--- config.mk ---
export PLATFORM = sky130hd
export DESIGN_NAME = uart
export DESIGN_NICKNAME = d
export VERILOG_FILES = /design/src/rtl/uart_pkg.sv /design/src/rtl/uart_receiver.sv /design/src/rtl/uart.sv
export SDC_FILE = /design/constraint.sdc
export NUM_CORES = 1
export LEC_CHECK = 0
export ABC_AREA = 1
export CELL_PAD_IN_SITES_DETAIL_PLACEMENT = 0
export CELL_PAD_IN_SITES_GLOBAL_PLACEMENT = 1
export CORE_AREA = 2 2 147 149
export DETAILED_ROUTE_END_ITERATION = 6
export DIE_AREA = 0 0 149 151
export GPL_TIMING_DRIVEN = 0
export PLACE_DENSITY_LB_ADDON = 0.1
export SLEW_MARGIN = 15
export SYNTH_ARGS = -nofsm -noshare
export SYNTH_HDL_FRONTEND = slang
export SYNTH_HIERARCHICAL = 1
export SYNTH_SLANG_ARGS = --single-unit
--- constraint.sdc ---
create_clock -name clk -period 3.6 [get_ports clk]
set_clock_uncertainty 0.2 [all_clocks]
set_input_delay 1.08 -clock clk [delete_from_list [all_inputs] [get_ports clk]]
set_output_delay 1.08 -clock clk [all_outputs]
set_load 0.02 [all_outputs]
--- src/rtl/uart_pkg.sv ---
// Shared definitions for the UART slice: register word addresses, STATUS and
// CONTROL bit positions, FSM state encodings and the baud divisor clamp.
package uart_pkg;

  localparam logic [3:0] ADDR_STATUS   = 4'd0;
  localparam logic [3:0] ADDR_TX_DATA  = 4'd4;
  localparam logic [3:0] ADDR_RX_DATA  = 4'd5;
  localparam logic [3:0] ADDR_CONTROL  = 4'd7;
  localparam logic [3:0] ADDR_BAUD_DIV = 4'd9;

  localparam int unsigned ST_TX_BUSY     = 0;
  localparam int unsigned ST_RX_VALID    = 1;
  localparam int unsigned ST_RX_OVERRUN  = 2;
  localparam int unsigned ST_RX_FRAME_ERR = 3;

  localparam int unsigned CTRL_RX_ACK = 29;
  localparam int unsigned CTRL_TX_GO  = 30;

  localparam logic [15:0] MIN_DIV = 16'd4;

  typedef enum logic [1:0] {TX_IDLE, TX_START, TX_DATA, TX_STOP} tx_state_t;
  typedef enum logic [1:0] {RX_IDLE, RX_START, RX_DATA, RX_STOP} rx_state_t;

  // Divisors below MIN_DIV would leave no room for a half-bit start sample.
  function automatic logic [15:0] clamp_div(input logic [15:0] d);
    return (d < MIN_DIV) ? MIN_DIV : d;
  endfunction

endpackage

--- src/rtl/uart_receiver.sv ---
// UART receive path: 2-flop synchroniser on the serial line plus the 8N1
// receive FSM. Emits a one-cycle done pulse with the received byte and the
// stop-bit error flag; status bookkeeping lives in the register file.
//   clk, reset  : clock, async active-high reset
//   baud_div    : clocks per bit, latched at each frame start
//   rx          : asynchronous serial input, idle high
//   done        : one-cycle pulse at the stop-bit sample
//   data        : received byte, valid with done
//   frame_err   : stop bit sampled low, valid with done
module uart_receiver
  import uart_pkg::*;
(
  input  logic        clk,
  input  logic        reset,
  input  logic [15:0] baud_div,
  input  logic        rx,
  output logic        done,
  output logic [7:0]  data,
  output logic        frame_err
);

  logic        sync1, sync2, rx_prev;
  rx_state_t   state;
  logic [15:0] cnt;
  logic [15:0] div_l;
  logic [2:0]  bit_idx;
  logic [7:0]  shift;

  always_ff @(posedge clk or posedge reset) begin
    if (reset) begin
      sync1     <= 1'b1;
      sync2     <= 1'b1;
      rx_prev   <= 1'b1;
      state     <= RX_IDLE;
      cnt       <= '0;
      div_l     <= '0;
      bit_idx   <= '0;
      shift     <= '0;
      done      <= 1'b0;
      data      <= '0;
      frame_err <= 1'b0;
    end else begin
      sync1   <= rx;
      sync2   <= sync1;
      rx_prev <= sync2;
      done    <= 1'b0;
      case (state)
        RX_IDLE: begin
          if (rx_prev && !sync2) begin
            div_l <= clamp_div(baud_div);
            cnt   <= '0;
            state <= RX_START;
          end
        end
        RX_START: begin
          // Resample mid start bit; a high line here was a glitch.
          if (cnt == {1'b0, div_l[15:1]} - 16'd1) begin
            cnt     <= '0;
            bit_idx <= '0;
            state   <= sync2 ? RX_IDLE : RX_DATA;
          end else begin
            cnt <= cnt + 16'd1;
          end
        end
        RX_DATA: begin
          if (cnt == div_l - 16'd1) begin
            cnt     <= '0;
            shift   <= {sync2, shift[7:1]};
            bit_idx <= bit_idx + 3'd1;
            if (bit_idx == 3'd7) state <= RX_STOP;
          end else begin
            cnt <= cnt + 16'd1;
          end
        end
        RX_STOP: begin
          if (cnt == div_l - 16'd1) begin
            cnt       <= '0;
            done      <= 1'b1;
            data      <= shift;
            frame_err <= ~sync2;
            state     <= RX_IDLE;
          end else begin
            cnt <= cnt + 16'd1;
          end
        end
        default: state <= RX_IDLE;
      endcase
    end
  end

endmodule

--- src/rtl/uart.sv ---
// Memory-mapped 8N1 UART: register file, transmit FSM and an instance of
// uart_receiver. RX and TX run independently, each latching BAUD_DIV at
// the start of its own frame.
//   clk, reset : clock, async active-high reset
//   write      : register write strobe
//   addr       : word register address
//   data_in    : write data
//   data_out   : combinational read of register at addr (unmapped -> 0)
//   rx         : serial input, idle high
//   tx         : serial output, idle high
module uart
  import uart_pkg::*;
#(
  parameter int unsigned DEFAULT_DIV = 868
) (
  input  logic        clk,
  input  logic        reset,
  input  logic        write,
  input  logic [3:0]  addr,
  input  logic [31:0] data_in,
  output logic [31:0] data_out,
  input  logic        rx,
  output logic        tx
);

  logic [7:0]  tx_data;
  logic [7:0]  rx_data;
  logic [15:0] baud_div;
  logic        rx_valid, rx_overrun, rx_frame_err;

  tx_state_t   tx_state;
  logic [15:0] tx_cnt;
  logic [15:0] tx_div;
  logic [2:0]  tx_bit;
  logic [7:0]  tx_shift;

  logic        rx_done, rx_byte_err;
  logic [7:0]  rx_byte;

  logic ctrl_wr, tx_go, rx_ack, tx_busy;
  logic unused_data_in;

  assign ctrl_wr        = write && (addr == ADDR_CONTROL);
  assign tx_go          = ctrl_wr && data_in[CTRL_TX_GO];
  assign rx_ack         = ctrl_wr && data_in[CTRL_RX_ACK];
  assign tx_busy        = (tx_state != TX_IDLE);
  assign unused_data_in = ^{data_in[31], data_in[28:16]};

  uart_receiver u_rx (
    .clk      (clk),
    .reset    (reset),
    .baud_div (baud_div),
    .rx       (rx),
    .done     (rx_done),
    .data     (rx_byte),
    .frame_err(rx_byte_err)
  );

  // Register file and receive status.
  always_ff @(posedge clk or posedge reset) begin
    if (reset) begin
      tx_data      <= '0;
      rx_data      <= '0;
      baud_div     <= 16'(DEFAULT_DIV);
      rx_valid     <= 1'b0;
      rx_overrun   <= 1'b0;
      rx_frame_err <= 1'b0;
    end else begin
      if (write && addr == ADDR_TX_DATA)  tx_data  <= data_in[7:0];
      if (write && addr == ADDR_BAUD_DIV) baud_div <= data_in[15:0];
      // An ack clears the old status first, so a byte completing in the
      // same cycle is reported as fresh rather than as an overrun.
      if (rx_done) begin
        rx_data      <= rx_byte;
        rx_valid     <= 1'b1;
        rx_overrun   <= (rx_overrun | rx_valid) & ~rx_ack;
        rx_frame_err <= (rx_frame_err & ~rx_ack) | rx_byte_err;
      end else if (rx_ack) begin
        rx_valid     <= 1'b0;
        rx_overrun   <= 1'b0;
        rx_frame_err <= 1'b0;
      end
    end
  end

  // Transmit FSM; tx is a registered output driven straight from here.
  always_ff @(posedge clk or posedge reset) begin
    if (reset) begin
      tx_state <= TX_IDLE;
      tx       <= 1'b1;
      tx_cnt   <= '0;
      tx_div   <= '0;
      tx_bit   <= '0;
      tx_shift <= '0;
    end else begin
      case (tx_state)
        TX_IDLE: begin
          if (tx_go) begin
            tx_div   <= clamp_div(baud_div);
            tx_shift <= tx_data;
            tx_cnt   <= '0;
            tx       <= 1'b0;
            tx_state <= TX_START;
          end
        end
        TX_START: begin
          if (tx_cnt == tx_div - 16'd1) begin
            tx_cnt   <= '0;
            tx_bit   <= '0;
            tx       <= tx_shift[0];
            tx_state <= TX_DATA;
          end else begin
            tx_cnt <= tx_cnt + 16'd1;
          end
        end
        TX_DATA: begin
          if (tx_cnt == tx_div - 16'd1) begin
            tx_cnt <= '0;
            if (tx_bit == 3'd7) begin
              tx       <= 1'b1;
              tx_state <= TX_STOP;
            end else begin
              tx       <= tx_shift[1];
              tx_shift <= {1'b0, tx_shift[7:1]};
              tx_bit   <= tx_bit + 3'd1;
            end
          end else begin
            tx_cnt <= tx_cnt + 16'd1;
          end
        end
        TX_STOP: begin
          if (tx_cnt == tx_div - 16'd1) begin
            tx_cnt   <= '0;
            tx_state <= TX_IDLE;
          end else begin
            tx_cnt <= tx_cnt + 16'd1;
          end
        end
        default: tx_state <= TX_IDLE;
      endcase
    end
  end

  always_comb begin
    data_out = '0;
    case (addr)
      ADDR_STATUS: begin
        data_out[ST_TX_BUSY]      = tx_busy;
        data_out[ST_RX_VALID]     = rx_valid;
        data_out[ST_RX_OVERRUN]   = rx_overrun;
        data_out[ST_RX_FRAME_ERR] = rx_frame_err;
      end
      ADDR_TX_DATA:  data_out[7:0]  = tx_data;
      ADDR_RX_DATA:  data_out[7:0]  = rx_data;
      ADDR_BAUD_DIV: data_out[15:0] = baud_div;
      default:       data_out = '0;
    endcase
  end

endmodule

==> results of run 1 <==
[cell families after synthesis]
family / after synthesis / synth area share [%]
flops: 139 / 39.30
simple gates: 703 / 35.65
fa+ha+maj: 14 / 1.973
buf+inv: 187 / 8.864
xor+xnor: 53 / 5.313
mux: 1 / 0.1268
other cells: 1 / 0.04224
compound gates: 135 / 8.723
[cell usage after synthesis (all sizes together) (4+ instances only)]
cell type / count / area, sq um
a21oi: 15 / 75.07
buf: 25 / 178.9
clkbuf: 16 / 60.06
dfrtp: 130 / 3253
dfstp: 9 / 236.5
ha: 14 / 175.2
inv: 145 / 544.3
nand2: 412 / 1587
nand3: 88 / 485.5
nand3b: 13 / 97.59
nand4: 25 / 156.4
nor2: 145 / 691.9
nor3: 12 / 97.59
nor4: 6 / 37.54
o2111ai: 5 / 43.79
o211ai: 4 / 35.03
o21ai: 94 / 500.5
o22ai: 10 / 62.56
xnor2: 19 / 166.4
xor2: 34 / 305.3
[area by class of cell]
class | count | area [sq um]
well taps | 275 | 344.1
repair buffers | 46 | 422.9
inverters | 146 | 555.5
clock inverters | 15 | 162.7
fillers | 2172 | 10480
plain buffers | 41 | 239.0
multi-input cells | 922 | 4707
clock buffers | 17 | 425.4
flip-flops and latches | 139 | 3490
[worst max-delay path, cell delays in order]
cell	delay, ps
dlygate4sd2_1	280
inv_1	110
nor3_4	290
buf_6	160
nand2_1	50
o211ai_1	110
buf_4	180
[sequential cells by signal, indices dropped and copies added (netlist names), 2 cells and up, named ones only]
| name | cells |
|---|---|
| baud_div | 16 |
| tx_cnt | 16 |
| tx_div | 16 |
| u_rx/cnt | 16 |
| u_rx/div_l | 16 |
| rx_data | 8 |
| tx_data | 8 |
| tx_shift | 8 |
| u_rx/data | 8 |
| u_rx/shift | 8 |
| tx_bit | 3 |
| u_rx/bit_idx | 3 |
| tx_state | 2 |
[power breakdown]
group / switching (mW) / internal [mW]
combinational: 1.83 / 0.940
sequential: 0.440 / 1.89
clock: 0.758 / 1.03
total: 3.03 / 3.86
[layer usage]
metal	up-vias	global-route usage, %
li1	4058	-
met2	102	37.74
met5	-	0
met3	28	3.494
met4	0	6.333
met1	3597	29.72
[metrics by stage]
step           instances  utilization, %
6_report            1601           49.69
5_1_grt             1601           49.69
4_1_cts             1601           49.68
3_5_place_dp        1567           46.87
3_3_place_gp        1565           46.58
2_1_floorplan       1248               -
[repair_timing]
item / in CTS / in global routing
setup endpoints to repair: 16 / 9
buffers inserted: 2 / 0
gates resized for setup: 97 / 1
pin swaps: 2 / 1
cloned: 0 / 0
hold buffers: 0 / 0
[how the worst max path moves through the flow]
stage | from | endpoint
floorplan | reset | baud_div[0]
global placement | reset | tx_cnt[0]
detailed placement | addr[0] | data_out[9]
CTS | addr[1] | data_out[3]
global route | addr[3] | data_out[3]
finish | addr[3] | data_out[5]
==> flow_summary.json, run 1 <==
{
  "tightestPinTransition_ps": 692.2,
  "async_flop_share_pct": 100.0,
  "synth_area_sq_um": 8879,
  "vias_per_cell": 4.863,
  "final_antenna_net_count": 0,
  "r2r_start": "u_rx/div_l[1]",
  "clock_path_buffers": 2,
  "crit_path_max_fanout": 6,
  "setup_slack_ps": 56.08,
  "place_congestion": 0.8297,
  "drive_gt1_share_pct": 13.65,
  "finalMaxSlewViolations": 0,
  "grt_setup_unrepaired": "false",
  "yosys_warnings": 6,
  "slew-limit-headroom_pct": 53.68,
  "grt_pass1_wl_um": 39610,
  "fp.coreArea_sq_um": 20820,
  "root_buffer": "clkbuf_16",
  "drc": 0,
  "wl_per_cell_um": 14.96,
  "final_common_cell": "nand2_1",
  "fin_crit_ps": 3544,
  "grt_max_degree": 59,
  "yosysUniqueCellTypes": 47,
  "port_buffers": 42,
  "diodes": 0,
  "finalWirelength_um": 23950,
  "cts_sinks": 139,
  "hold_viol_final": 0,
  "vias": 7785,
  "postSynthAreaPerCell_sq_um": 7.201,
  "rows": 53,
  "vdd_drop_max_v": 0.0003539,
  "io_pins": 73,
  "r2r-end": "u_rx/cnt[13]",
  "syn2layout_area_growth_pct": 16.53,
  "max_cap_viol_count": 0,
  "r2r_setup_slack_ps": 520,
  "first_iter_violations": 473,
  "reg2regPathDepth": 15,
  "p_per_area_nw_per_um2": 666.1,
  "htreeDepth": 4,
  "tns_ps": 0,
  "cp.arrival_ps": 2260,
  "setup_viol": 0,
  "hold_end": "u_rx/sync2",
  "die_h_um": 151,
  "crit_type": "in -> out",
  "endpoint_kind": "primary output",
  "die_area_sq_um": 22500,
  "finalPower_mw": 6.891,
  "groute.usage.overall_pct": 22.32,
  "first_pass_iters": 5,
  "path_clk_slew_ps": 60,
  "final_cell_mix": "nand2_1 (396), dfrtp_1 (130), inv_1 (128)",
  "critPathRequiredTime_ps": 2320,
  "cts_tree": "yes",
  "design_area_sq_um": 10350,
  "top_layer_used": "met4",
  "initial_core_util_pct": 42.64,
  "hpwl_um": 18440,
  "met2WireLength_um": 11470,
  "synth_seq_cells": 139,
  "antenna_found_initial": 1,
  "power.leakage_nw": 4.955,
  "place_area_sq_um": 9759,
  "fin_nets": 1367,
  "ys.flop_type": "dfrtp_1",
  "clkLatencyLatePin_ps": 430,
  "period_share_pct": 98.44,
  "whs_path_depth": 0,
  "grt_pass1_vias": 7651,
  "syn_inst": 1233,
  "numCtsBuffers": 17,
  "synth_edf_count": 0,
  "status": "complete, no violations",
  "hp-class": "reg -> reg",
  "ys_seq_area_share_pct": 39.30,
  "wl_met3_um": 650,
  "hp-start": "u_rx/sync1",
  "holdWs_ps": 157.2,
  "fmax_mhz": 282.2,
  "dp_slack_ps": -1097,
  "wl_met1_um": 11380,
  "startpoint_type": "input port",
  "globalRoute.totalOverflow": 0,
  "die_x_um": 149
}
Note: power is estimated with default switching activity, not from simulation.
==> run 2: changes to the inputs <==
--- a/config.mk
+++ b/config.mk
@@ -8,9 +8,10 @@
 export ABC_AREA = 1
 export CELL_PAD_IN_SITES_DETAIL_PLACEMENT = 0
 export CELL_PAD_IN_SITES_GLOBAL_PLACEMENT = 1
-export CORE_AREA = 2 2 147 149
+export CORE_AREA = 2 2 151 153
+export CTS_BUF_LIST = sky130_fd_sc_hd__clkbuf_16
 export DETAILED_ROUTE_END_ITERATION = 6
-export DIE_AREA = 0 0 149 151
+export DIE_AREA = 0 0 153 155
 export GPL_TIMING_DRIVEN = 0
 export PLACE_DENSITY_LB_ADDON = 0.1
 export SLEW_MARGIN = 15
==> flow_summary.json, run 2 (synthesized netlist as in run 1, its figures left out) <==
{
  "r2r_start": "u_rx/div_l[1]",
  "cts_tree": "yes",
  "die_x_um": 153,
  "max_cap_viol_count": 0,
  "dp_cells": 1577,
  "reg2regPathDepth": 15,
  "fp.coreArea_sq_um": 22230,
  "place_congestion": 0.8494,
  "finalMaxSlewViolations": 0,
  "setup_viol": 0,
  "final_cells": 1612,
  "vdd_drop_max_v": 0.0003022,
  "multi_input_area_sq_um": 4716,
  "fmax_mhz": 281.8,
  "grt_pass1_wl_um": 40660,
  "wl_per_cell_um": 15.43,
  "clock_path_buffers": 2,
  "numCtsBuffers": 17,
  "vias": 7842,
  "tns_ps": 0,
  "final_common_cell": "nand2_1",
  "postCtsHoldBufs": 0,
  "rows": 55,
  "tightestPinTransition_ps": 634.0,
  "grt_setup_unrepaired": "false",
  "p_per_area_nw_per_um2": 675.3,
  "die_area_sq_um": 23720,
  "cts_sinks": 139,
  "drc": 0,
  "grt_pass1_vias": 7569,
  "setup.worst_path.end": "data_out[1]",
  "fin_crit_ps": 3548,
  "hpwl_um": 19140,
  "cp.arrival_ps": 2270,
  "antenna_found_initial": 0,
  "grt_max_degree": 45,
  "globalRoute.totalOverflow": 0,
  "seq_area_sq_um": 3490,
  "diodes": 0,
  "startpoint_type": "input port",
  "power.leakage_nw": 4.980,
  "period_share_pct": 98.56,
  "htreeDepth": 4,
  "crit_path_max_fanout": 8,
  "fillers": 2299,
  "critPathRequiredTime_ps": 2320,
  "first_iter_violations": 395,
  "final_cell_mix": "nand2_1 (397), dfrtp_1 (130), inv_1 (127)",
  "hold_viol_final": 0,
  "r2r-end": "u_rx/cnt[15]",
  "die_h_um": 155,
  "root_buffer": "clkbuf_16",
  "io_pins": 73,
  "final_antenna_net_count": 0,
  "crit_start": "addr[3]",
  "syn2layout_area_growth_pct": 17.43,
  "first_pass_iters": 5,
  "initial_core_util_pct": 39.94,
  "vias_per_cell": 4.865,
  "path_clk_slew_ps": 70,
  "clkLatencyLatePin_ps": 430,
  "slew-limit-headroom_pct": 57.58,
  "port_buffers": 42,
  "drive_gt1_share_pct": 13.79,
  "hp-class": "reg -> reg",
  "fin_nets": 1368,
  "groute.usage.overall_pct": 21.58,
  "finalWirelength_um": 24870,
  "r2r_setup_slack_ps": 540,
  "endpoint_kind": "primary output",
  "crit_type": "in -> out",
  "status": "complete, no violations"
}
==> run 2: cell types whose count changed in the layout (fill, tap and decap cells not counted), moves of 2 or more <==
cell / before / now
buf_4: 24 / 21
clkdlybuf4s15_2: 1 / 4
clkinv_2: 3 / 1
inv_8: 1 / 3
==> run 2: layout make-up <==
cell class                      instances  share of cell area, %
Buffer                                 41                  2.292
Clock buffer                           17                  4.080
Clock inverter                         15                  1.968
Inverter                              146                  5.328
Multi-Input combinational cell        922                  45.23
Sequential cell                       139                  33.47
Tap cell                              285                  3.420
Timing Repair Buffer                   47                  4.212
==> run 2: worst max-delay path, stage by stage <==
cell and delay, ps:
dlygate4sd2_1 280, inv_2 80, nor3_4 300, buf_6 180
nand2_1 60, o2111ai_1 110, buf_4 180
==> run 2: how the worst min path moves through the flow <==
| stage | startpoint | to | slack (ps) | cells after the start |
|---|---|---|---|---|
| after global routing | u_rx/sync1 | u_rx/sync2 | 160 | 0 |
| final | u_rx/sync1 | u_rx/sync2 | 160 | 0 |
| after floorplan | u_rx/sync1 | u_rx/sync2 | 150 | 0 |
| after CTS | u_rx/sync1 | u_rx/sync2 | 160 | 0 |
| after detailed placement | u_rx/sync1 | u_rx/sync2 | 150 | 0 |
| after global placement | u_rx/sync1 | u_rx/sync2 | 150 | 0 |
==> run 2: layer usage <==
metal,track usage (%),part of all wire (%),vias to the layer above
met5,0,0,-
met4,5.864,1.6,0
met3,3.231,2.2,22
met2,37.80,50,98
met1,27.94,46,3665
li1,-,-,4057
==> run 2: per-stage QoR <==
| stage | hold WS [ps] | utilization [%] | setup slack, ps | area, sq um | power, mW |
|---|---|---|---|---|---|
| 2_1_floorplan | 145.2 | - | 245.4 | 8935 | 4.357 |
| 3_3_place_gp | 147.7 | 43.69 | -1359 | 9712 | 5.124 |
| 3_5_place_dp | 151.1 | 43.96 | -1210 | 9772 | 5.146 |
| 4_1_cts | 161.1 | 46.86 | 14.57 | 10420 | 7.089 |
| 5_1_grt | 164.2 | 46.91 | 3.424 | 10430 | 7.601 |
| 6_report | 158.5 | 46.91 | 51.67 | 10430 | 7.040 |
==> run 2: power breakdown <==
group | leakage [nW] | internal [mW] | total, mW | switching [mW]
Clock | 0.307 | 1.12 | 1.91 | 0.791
Sequential | 1.78 | 1.89 | 2.33 | 0.447
Combinational | 2.89 | 0.939 | 2.79 | 1.86
==> run 2: what timing repair did <==
action	4_1_cts	5_1_grt
buffers inserted	2	1
endpoints found under the setup margin	16	11
cloned	0	0
resized for setup	89	2
pin swaps	2	1
